===== config.mk =====
export PLATFORM = sky130hd
export DESIGN_NAME = h_write_burst_ctrl
export DESIGN_NICKNAME = d
export VERILOG_FILES = /design/src/rtl/h_bridge_pkg.sv /design/src/rtl/h_addr_write_count.sv /design/src/rtl/h_write_burst_ctrl.sv
export SDC_FILE = /design/constraint.sdc
export NUM_CORES = 1
export LEC_CHECK = 0
export BUFFER_PORTS_ARGS = -buffer_cell sky130_fd_sc_hd__buf_4
export CORE_MARGIN = 4
export CORE_UTILIZATION = 49
export CTS_CLUSTER_DIAMETER = 100
export DETAILED_ROUTE_END_ITERATION = 8
export PLACE_DENSITY = 0.86
export SYNTH_ARGS = -nofsm -noshare
export SYNTH_HDL_FRONTEND = slang
export SYNTH_SLANG_ARGS = --single-unit

===== constraint.sdc =====
create_clock -name clk -period 3.4 [get_ports clk]
set_clock_uncertainty 0.05 [all_clocks]
set_input_delay 0.17 -clock clk [delete_from_list [all_inputs] [get_ports clk]]
set_output_delay 0.17 -clock clk [all_outputs]
set_load 0.005 [all_outputs]

===== src/rtl/h_bridge_pkg.sv =====
// Shared encodings for the AXI-write to AHB bridge: burst types, htrans, resp, FSM states.
// Also holds the legality check applied to incoming AW requests.
package h_bridge_pkg;

    typedef enum logic [1:0] {
        BURST_FIXED = 2'b00,
        BURST_INCR  = 2'b01,
        BURST_WRAP  = 2'b10,
        BURST_RSVD  = 2'b11
    } burst_e;

    typedef enum logic [1:0] {
        HTRANS_IDLE   = 2'b00,
        HTRANS_BUSY   = 2'b01,
        HTRANS_NONSEQ = 2'b10,
        HTRANS_SEQ    = 2'b11
    } htrans_e;

    typedef enum logic [1:0] {
        RESP_OKAY   = 2'b00,
        RESP_EXOKAY = 2'b01,
        RESP_SLVERR = 2'b10,
        RESP_DECERR = 2'b11
    } resp_e;

    typedef enum logic [2:0] {
        ST_IDLE      = 3'd0,
        ST_ADDR      = 3'd1,
        ST_BURST     = 3'd2,
        ST_LAST_DATA = 3'd3,
        ST_DRAIN     = 3'd4,
        ST_RESP      = 3'd5
    } state_e;

    // Oversized beats, reserved burst type, or a wrap length that is not a power of two.
    function automatic logic req_illegal(input logic [3:0] len,
                                         input logic [2:0] size,
                                         input logic [1:0] burst);
        logic ill;
        ill = (size > 3'd2) || (burst == BURST_RSVD);
        if (burst == BURST_WRAP) begin
            ill = ill || !((len == 4'd1) || (len == 4'd3) || (len == 4'd7) || (len == 4'd15));
        end else begin
            ill = ill;
        end
        return ill;
    endfunction

endpackage


===== src/rtl/h_addr_write_count.sv =====
// Beat address generator: maps (base, len, size, burst, beat index) to the AHB address.
module h_addr_write_count
    import h_bridge_pkg::*;
(
    input  logic [31:0] base,
    input  logic [3:0]  len,
    input  logic [2:0]  size,
    input  logic [1:0]  burst,
    input  logic [3:0]  beat,
    output logic [31:0] addr
);

    logic [31:0] w_lin;
    logic [31:0] w_mask;

    // Linear offset and wrap-window mask; WRAP keeps the window-aligned upper bits of base.
    always_comb begin
        w_lin  = base + ({28'd0, beat} << size);
        w_mask = (({28'd0, len} + 32'd1) << size) - 32'd1;
        case (burst)
            BURST_FIXED: addr = base;
            BURST_INCR:  addr = w_lin;
            BURST_WRAP:  addr = (base & ~w_mask) | (w_lin & w_mask);
            default:     addr = base;
        endcase
    end

endmodule


===== src/rtl/h_write_burst_ctrl.sv =====
// AXI write-burst to AHB master bridge: one outstanding burst, beats paced by w_valid and hready,
// illegal requests drained on W and answered with SLVERR.
module h_write_burst_ctrl
    import h_bridge_pkg::*;
(
    input  logic        clk,
    input  logic        resetn,
    input  logic        aw_valid,
    output logic        aw_ready,
    input  logic [31:0] aw_addr,
    input  logic [3:0]  aw_len,
    input  logic [2:0]  aw_size,
    input  logic [1:0]  aw_burst,
    input  logic        w_valid,
    output logic        w_ready,
    input  logic [31:0] w_data,
    input  logic [3:0]  w_strb,
    input  logic        w_last,
    output logic        b_valid,
    input  logic        b_ready,
    output logic [1:0]  b_resp,
    output logic [31:0] haddr,
    output logic [1:0]  htrans,
    output logic        hwrite,
    output logic [2:0]  hsize,
    output logic [31:0] hwdata,
    input  logic        hready,
    input  logic        hresp
);

    state_e      r_state;
    logic [31:0] r_base;
    logic [3:0]  r_len;
    logic [2:0]  r_size;
    logic [1:0]  r_burst;
    logic [3:0]  r_beat;
    logic        r_err;
    logic        r_dphase;
    logic [31:0] r_hwdata;

    logic        w_xfer;
    logic        w_last_beat;
    logic        w_dp_err;
    logic        w_unused;

    h_addr_write_count u_addr (
        .base  (r_base),
        .len   (r_len),
        .size  (r_size),
        .burst (r_burst),
        .beat  (r_beat),
        .addr  (haddr)
    );

    assign w_xfer      = ((r_state == ST_ADDR) || (r_state == ST_BURST)) && w_valid && hready;
    assign w_last_beat = (r_beat == r_len);
    // A data phase completes on the first hready after its beat; hresp is only meaningful then.
    assign w_dp_err    = r_dphase && hready && hresp;
    assign w_unused    = ^w_strb;

    assign hsize  = r_size;
    assign hwdata = r_hwdata;
    assign hwrite = (htrans != HTRANS_IDLE);

    // Handshake and AHB control decode from the current state and live w_valid/hready.
    always_comb begin
        aw_ready = 1'b0;
        w_ready  = 1'b0;
        htrans   = HTRANS_IDLE;
        b_valid  = 1'b0;
        b_resp   = RESP_OKAY;
        case (r_state)
            ST_IDLE:  aw_ready = resetn;
            ST_ADDR: begin
                w_ready = hready;
                htrans  = w_valid ? HTRANS_NONSEQ : HTRANS_IDLE;
            end
            ST_BURST: begin
                w_ready = hready;
                htrans  = w_valid ? HTRANS_SEQ : HTRANS_BUSY;
            end
            ST_DRAIN: w_ready = 1'b1;
            ST_RESP: begin
                b_valid = 1'b1;
                b_resp  = r_err ? RESP_SLVERR : RESP_OKAY;
            end
            default: aw_ready = 1'b0;
        endcase
    end

    // Burst sequencing, beat counting, sticky error and write-data register.
    always_ff @(posedge clk or negedge resetn) begin
        if (!resetn) begin
            r_state  <= ST_IDLE;
            r_base   <= 32'd0;
            r_len    <= 4'd0;
            r_size   <= 3'd0;
            r_burst  <= 2'b00;
            r_beat   <= 4'd0;
            r_err    <= 1'b0;
            r_dphase <= 1'b0;
            r_hwdata <= 32'd0;
        end else begin
            r_dphase <= w_xfer ? 1'b1 : (hready ? 1'b0 : r_dphase);
            case (r_state)
                ST_IDLE: begin
                    if (aw_valid) begin
                        r_base  <= aw_addr;
                        r_len   <= aw_len;
                        r_size  <= aw_size;
                        r_burst <= aw_burst;
                        r_beat  <= 4'd0;
                        r_err   <= req_illegal(aw_len, aw_size, aw_burst);
                        r_state <= req_illegal(aw_len, aw_size, aw_burst) ? ST_DRAIN : ST_ADDR;
                    end
                end
                ST_ADDR, ST_BURST: begin
                    if (w_dp_err) begin
                        r_err <= 1'b1;
                    end
                    if (w_xfer) begin
                        r_hwdata <= w_data;
                        r_beat   <= r_beat + 4'd1;
                        if (w_last != w_last_beat) begin
                            r_err <= 1'b1;
                        end
                        r_state  <= w_last_beat ? ST_LAST_DATA : ST_BURST;
                    end
                end
                ST_LAST_DATA: begin
                    if (hready) begin
                        if (hresp) begin
                            r_err <= 1'b1;
                        end
                        r_state <= ST_RESP;
                    end
                end
                ST_DRAIN: begin
                    if (w_valid) begin
                        r_beat <= r_beat + 4'd1;
                        if (w_last || w_last_beat) begin
                            r_state <= ST_RESP;
                        end
                    end
                end
                ST_RESP: begin
                    if (b_ready) begin
                        r_state <= ST_IDLE;
                    end
                end
                default: r_state <= ST_IDLE;
            endcase
        end
    end

endmodule


Word-level counts from Yosys, hierarchy flattened:

Cells that the tools add are included.

* mux-type cells: 33
* $add $sub $neg: 4
* $lt $le $gt $ge: 1
* shift operators: 2
* reductions and logical operators: 23
* equality and inequality tests: 22
* bitwise operators: 4

Operator list (number)
* $and 32x32->32: 2
* $pmux 32 s2: 1
* $add 32x32->32: 1
* $not 32->32: 1
* $or 32x32->32: 1
* $shl 32x3->32: 1
* $shl 4x3->32: 1
* $sub 32x1->32 const B: 1
* $mux 3: 7
* $pmux 3 s5: 1
* $mux 1: 13
* $mux 4: 3
* $ne 2x2->1 const B: 6
* $pmux 4 s3: 1
* $mux 2: 4
* $reduce_and 4->1: 2
* $logic_or 1x1->1: 7
* $eq 2x2->1 const B: 3
* $eq 3x2->1 const B: 2
* $eq 3x3->1 const B: 2
* $reduce_and 6->1: 1
* $reduce_bool 3->1: 2
* $add 4x1->5 const B: 1
* $add 4x1->4 const B: 1
* other kinds (19): 24

* input port bits: 85
* register bits after elaboration: 82
* output and inout bits: 75
* logic and storage cells: 98

Depth between registers and ports, before layout:

* word-level depth: 12
* gate-level depth with buffers: 16
* mapped depth without buffers: 14

By module:

A second synthesis with hierarchy kept.

* cells, all modules: 648
* area total of the unflattened synthesis: 6243.5 sq um

Modules (own cells, without submodules)
* h_write_burst_ctrl: seq. area each 2052.0 sq um, times used 1, cells each 248, area each 3602.2 sq um
* h_addr_write_count: seq. area each 0.0 sq um, times used 1, cells each 400, area each 2641.3 sq um

Worst setup path after synthesis:

OpenSTA, ideal clock, no wires.

* path kind: reg-to-output
* from: register r_size[0], in the netlist hsize[0]
* to: output port haddr[19]
* required time: 3180 ps
* setup slack: -52 ps
* cell stages (with the launch flop): 15
* data arrival time: 3232 ps
* buffers on the path: 2
* cells stage by stage: dfrtp_1 > buf_6 > buf_2 > mux2i_1 > nand2_1 > nand2_1 > nor2_1 > ha_1 > a21o_1 > a21oi_1 > a21oi_1 > o41a_1 > and2_0 > and3_1 > a2111oi_2

* longest elaborated chain between the ends: 6
* elaborated cells between the ends (all ways): 9
* classes of those cells: add/sub (2); shift (2); mux (1); bitwise (4)

Ends and longest elaborated chain
* start: declaration: line h_write_burst_ctrl.sv:34 `logic [2:0] r_size;`
* start signal: assignment: line h_write_burst_ctrl.sv:110 `r_size <= aw_size;`
* $shl 32x3->32: line h_addr_write_count.sv:19 `w_mask = (({28'd0, len} + 32'd1) << size) - 32'd1;`
* $sub 32x1->32: line h_addr_write_count.sv:19
* $not 32->32: line h_addr_write_count.sv:23 `BURST_WRAP: addr = (base & ~w_mask) | (w_lin & w_mask);`
* $and 32x32->32: line h_addr_write_count.sv:23
* $or 32x32->32: line h_addr_write_count.sv:23
* $pmux 32 s2 (*): line h_addr_write_count.sv:20 `case (burst)`
* end: declaration: line h_write_burst_ctrl.sv:22 `output logic [31:0] haddr,`

Mark *: on every way between the ends. The rest lies on a longest branch, timed or not.

Worst setup path in the final report:

Same ends and word-level chain as after synthesis.

==> metrics.json <==
{
  "outcome": {"value": "complete, but fails checks"},
  "failed_checks": {"value": "setup timing"},
  "final-instance-count-excl-fill": {"value": 1073},
  "finalPower": {"value": 10.2, "unit": "mW"},
  "crit_slowest_cell": {"value": "dfrtp_2"},
  "globalplace.congestion": {"value": 0.974},
  "drtIter0Drc": {"value": 605},
  "initial_utilization": {"value": 49.9, "unit": "%"},
  "layout_common_cells": {"value": "buf_4, dfrtp_1, mux2_2, nand2_1, dlygate4sd3_1"},
  "total_grt_usage": {"value": 29.0, "unit": "%"},
  "max_cap_viol_count": {"value": 0},
  "power.internal": {"value": 5.58, "unit": "mW"},
  "crit_buf_inv": {"value": 2},
  "crit_chain": {"value": "mux2i_2, buf_4, a211oi_2, ha_1, and3_1, nand2_1, a21oi_2, o41a_1, and2_4, and3_4, a2111oi_4, buf_4"},
  "io_buffers": {"value": 154},
  "cts.sink_count": {"value": 82},
  "critPathCaptureType": {"value": "primary output"},
  "drc": {"value": 0},
  "power_leakage": {"value": 4.09, "unit": "nW"},
  "core-area": {"value": 0.0120, "unit": "mm^2"},
  "post_route_cells_drive_above_1_share": {"value": 47.1, "unit": "%"},
  "final.min_clock_period": {"value": 3.64, "unit": "ns"},
  "final_min_period_over_clock_period": {"value": 107, "unit": "%"},
  "area_of_the_multi_input_gates": {"value": 0.00410, "unit": "mm^2"},
  "route.vias.total": {"value": 6512},
  "worst_ir_drop_vdd": {"value": 556, "unit": "uV"},
  "synth_enable_flop_cells": {"value": 0},
  "nets": {"value": 1026},
  "grt_pass1_vias": {"value": 6706},
  "grt_first_pass_wirelength": {"value": 33300, "unit": "um"},
  "most_common_cell_after_layout_fill_and_taps_aside": {"value": "buf_4"},
  "power_per_cell_area": {"value": 1130, "unit": "mW/mm^2"},
  "clock_path_buffers": {"value": 2},
  "power_frac_seq": {"value": 20.1, "unit": "%"},
  "final_layout_fill_cell_count": {"value": 752},
  "drt_pre_antenna_iters": {"value": 5},
  "row_count": {"value": 40},
  "antenna_found_initial": {"value": 0},
  "design.die.area": {"value": 0.0140, "unit": "mm^2"},
  "drt_wl_total": {"value": 21000, "unit": "um"},
  "dominantRegCellSynth": {"value": "dfrtp_1"},
  "count_of_endpoints_failing_setup_in_the_final_report": {"value": 24},
  "max_slew_margin": {"value": 46.1, "unit": "%"},
  "synth.cell_area": {"value": 0.00597, "unit": "mm^2"},
  "synth_fp_nets": {"value": 768},
  "cts_buffers": {"value": 9},
  "critical_path_start_end_classification": {"value": "flip-flop to primary output"},
  "yosysSeqAreaShare": {"value": 34.4, "unit": "%"},
  "dp_hpwl": {"value": 13400, "unit": "um"},
  "swShare": {"value": 45.4, "unit": "%"},
  "drt-wirelength-per-cell": {"value": 19.6, "unit": "um"},
  "tightest_slew": {"value": 0.805, "unit": "ns"},
  "root_buffer": {"value": "clkbuf_16"},
  "rsz_0062_raised_after_global_routing": {"value": "yes"},
  "synthDistinctLibCells": {"value": 81},
  "post_synth_inst_count": {"value": 663},
  "crit_fanout": {"value": 5},
  "worstPathArrival": {"value": 3.42, "unit": "ns"},
  "fin_util": {"value": 75.4, "unit": "%"},
  "yosys_register_bits": {"value": 82},
  "ys.warnings.count": {"value": 0},
  "worstSkewPairLatency": {"value": 0.35, "unit": "ns"},
  "maxSlewViolCount": {"value": 0},
  "share_clk_of_total_power": {"value": 9.1, "unit": "%"},
  "timing.critical_path.slowest_cell_delay": {"value": 0.47, "unit": "ns"},
  "final_count_of_hold_timing_violations": {"value": 0},
  "area.growth.synth_to_final": {"value": 50.9, "unit": "%"},
  "grt_start_max_net_pins": {"value": 53},
  "fin_hold_ws": {"value": 0.00404, "unit": "ns"},
  "async_reset_ff_share": {"value": 100, "unit": "%"},
  "clock_tree_from_tritoncts": {"value": "built"},
  "total_switching_power": {"value": 4.64, "unit": "mW"},
  "register_area": {"value": 0.00206, "unit": "mm^2"},
  "fmax": {"value": 275, "unit": "MHz"},
  "clkTransAtPathRegs": {"value": 0.07, "unit": "ns"},
  "dpl_worst_slack": {"value": -0.0441, "unit": "ns"},
  "numPlacedInstances": {"value": 990},
  "cts_max_level": {"value": 3},
  "n_antenna_cell": {"value": 0},
  "pwr-share-comb": {"value": 70.8, "unit": "%"},
  "final_critical_path_setup_slack": {"value": -0.239, "unit": "ns"},
  "final_antenna_net_count": {"value": 0},
  "floorplan.io_pins": {"value": 160},
  "path_common_cell": {"value": "buf_4"},
  "global_route.overflow_total": {"value": 0},
  "cp-start-kind": {"value": "flip-flop"},
  "worst_path_dominant_cell_family": {"value": "compound AO/OA/AOI/OAI gates"},
  "die_height": {"value": 118, "unit": "um"},
  "worst_hold_path_type": {"value": "input port to flip-flop"},
  "die_w": {"value": 118, "unit": "um"},
  "cp.required": {"value": 3.18, "unit": "ns"},
  "viasPerCell": {"value": 6.07},
  "synth_area_per_cell": {"value": 9.01, "unit": "um^2"}
}
-- repair_timing --
item	in CTS	in global routing
pin swaps	52	26
cloned	1	0
hold endpoints to repair	69	1
setup endpoints to repair	23	26
hold buffers	39	1
gates resized for setup	85	32
buffers inserted	25	5
-- stage by stage --
stage	TNS, ns	instance area (um^2)
after floorplan	0	5980
after global placement	-0.000734	7640
after detailed placement	-0.0958	7640
after CTS	-1.31	8830
after global routing	-7.45	9010
final	-3.62	9010
-- power groups by stage --
stage	Sequential [mW]	Combinational (mW)	Clock, mW
after global placement	1.95	5.93	0
final	2.05	7.24	0.933
after global routing	2.11	7.79	0.993
after detailed placement	1.97	6.06	0
after floorplan	1.80	3.71	0
after CTS	1.99	6.74	0.944
-- layer usage --
| metal | global-route usage, % | wire (um) | vias up |
|---|---|---|---|
| met5 | 0 | 0 | - |
| met4 | 12.5 | 826 | 0 |
| met3 | 7.99 | 1980 | 81 |
| met2 | 48.8 | 10200 | 359 |
| met1 | 34.8 | 8050 | 3119 |
| li1 | - | - | 2953 |
-- registers in the layout, summed over array words and instances, names as in the netlist --
register  cells
hwdata       32
r_base       32
r_beat        4
r_len         4
hsize         3
r_state       3
r_burst       2
r_dphase      1
r_err         1
-- synth_stat cells (15+ instances only) --
library cell,n,area (um^2)
dfrtp_1,82,2050
mux2_2,67,754
nand2_1,62,233
o21ai_0,48,240
nor2_1,46,173
a21oi_1,39,195
clkbuf_1,33,124
nand3_1,20,100
ha_1,19,238
inv_1,18,67.6
nor3_1,18,90.1
a31oi_1,15,93.8
-- cell type report --
cell class | instances | share of cell area, %
Clock buffer | 9 | 2.50
Clock inverter | 7 | 0.583
Inverter | 22 | 0.958
Multi-Input combinational cell | 517 | 45.4
Sequential cell | 82 | 22.8
Tap cell | 147 | 2.04
Timing Repair Buffer | 289 | 25.7
-- worst register-to-register path, stage by stage (launching register included) --
cell and delay [ns]:
dfrtp_1 0.44, buf_4 0.18, xnor2_1 0.13, nand4_1 0.18, ha_1 0.32, a22o_1 0.18, a211o_1 0.31, mux2i_1 0.15
o21ai_0 0.09, mux2_2 0.28
-- cell families (layout without fill, tap and decap cells) --
kind of cell | count (synthesis) | count (layout) | synth area share (%)
fa+ha+maj | 20 | 20 | 4.32
other cells | 1 | 1 | 0.0628
compound gates | 172 | 172 | 19.3
xor+xnor | 26 | 26 | 3.81
buf+inv | 64 | 327 | 4.55
simple gates | 221 | 221 | 19.1
mux | 77 | 77 | 14.5
flops | 82 | 82 | 34.4
-- worst paths after layout --
path                            start          to  slack (ns)  depth (start not counted)
max in group asynchronous      resetn  r_base[19]        2.00                          3
min in group asynchronous      resetn   r_base[6]        0.27                          2
hold / removal             w_data[11]  hwdata[11]       0.004                          2
setup / recovery             hsize[0]   haddr[19]       -0.24                         12
setup reg to reg            r_beat[2]       r_err        0.98                          9
hold reg to reg            hwdata[14]  hwdata[14]        0.46                          1
Power figures use the tool's default switching activity.
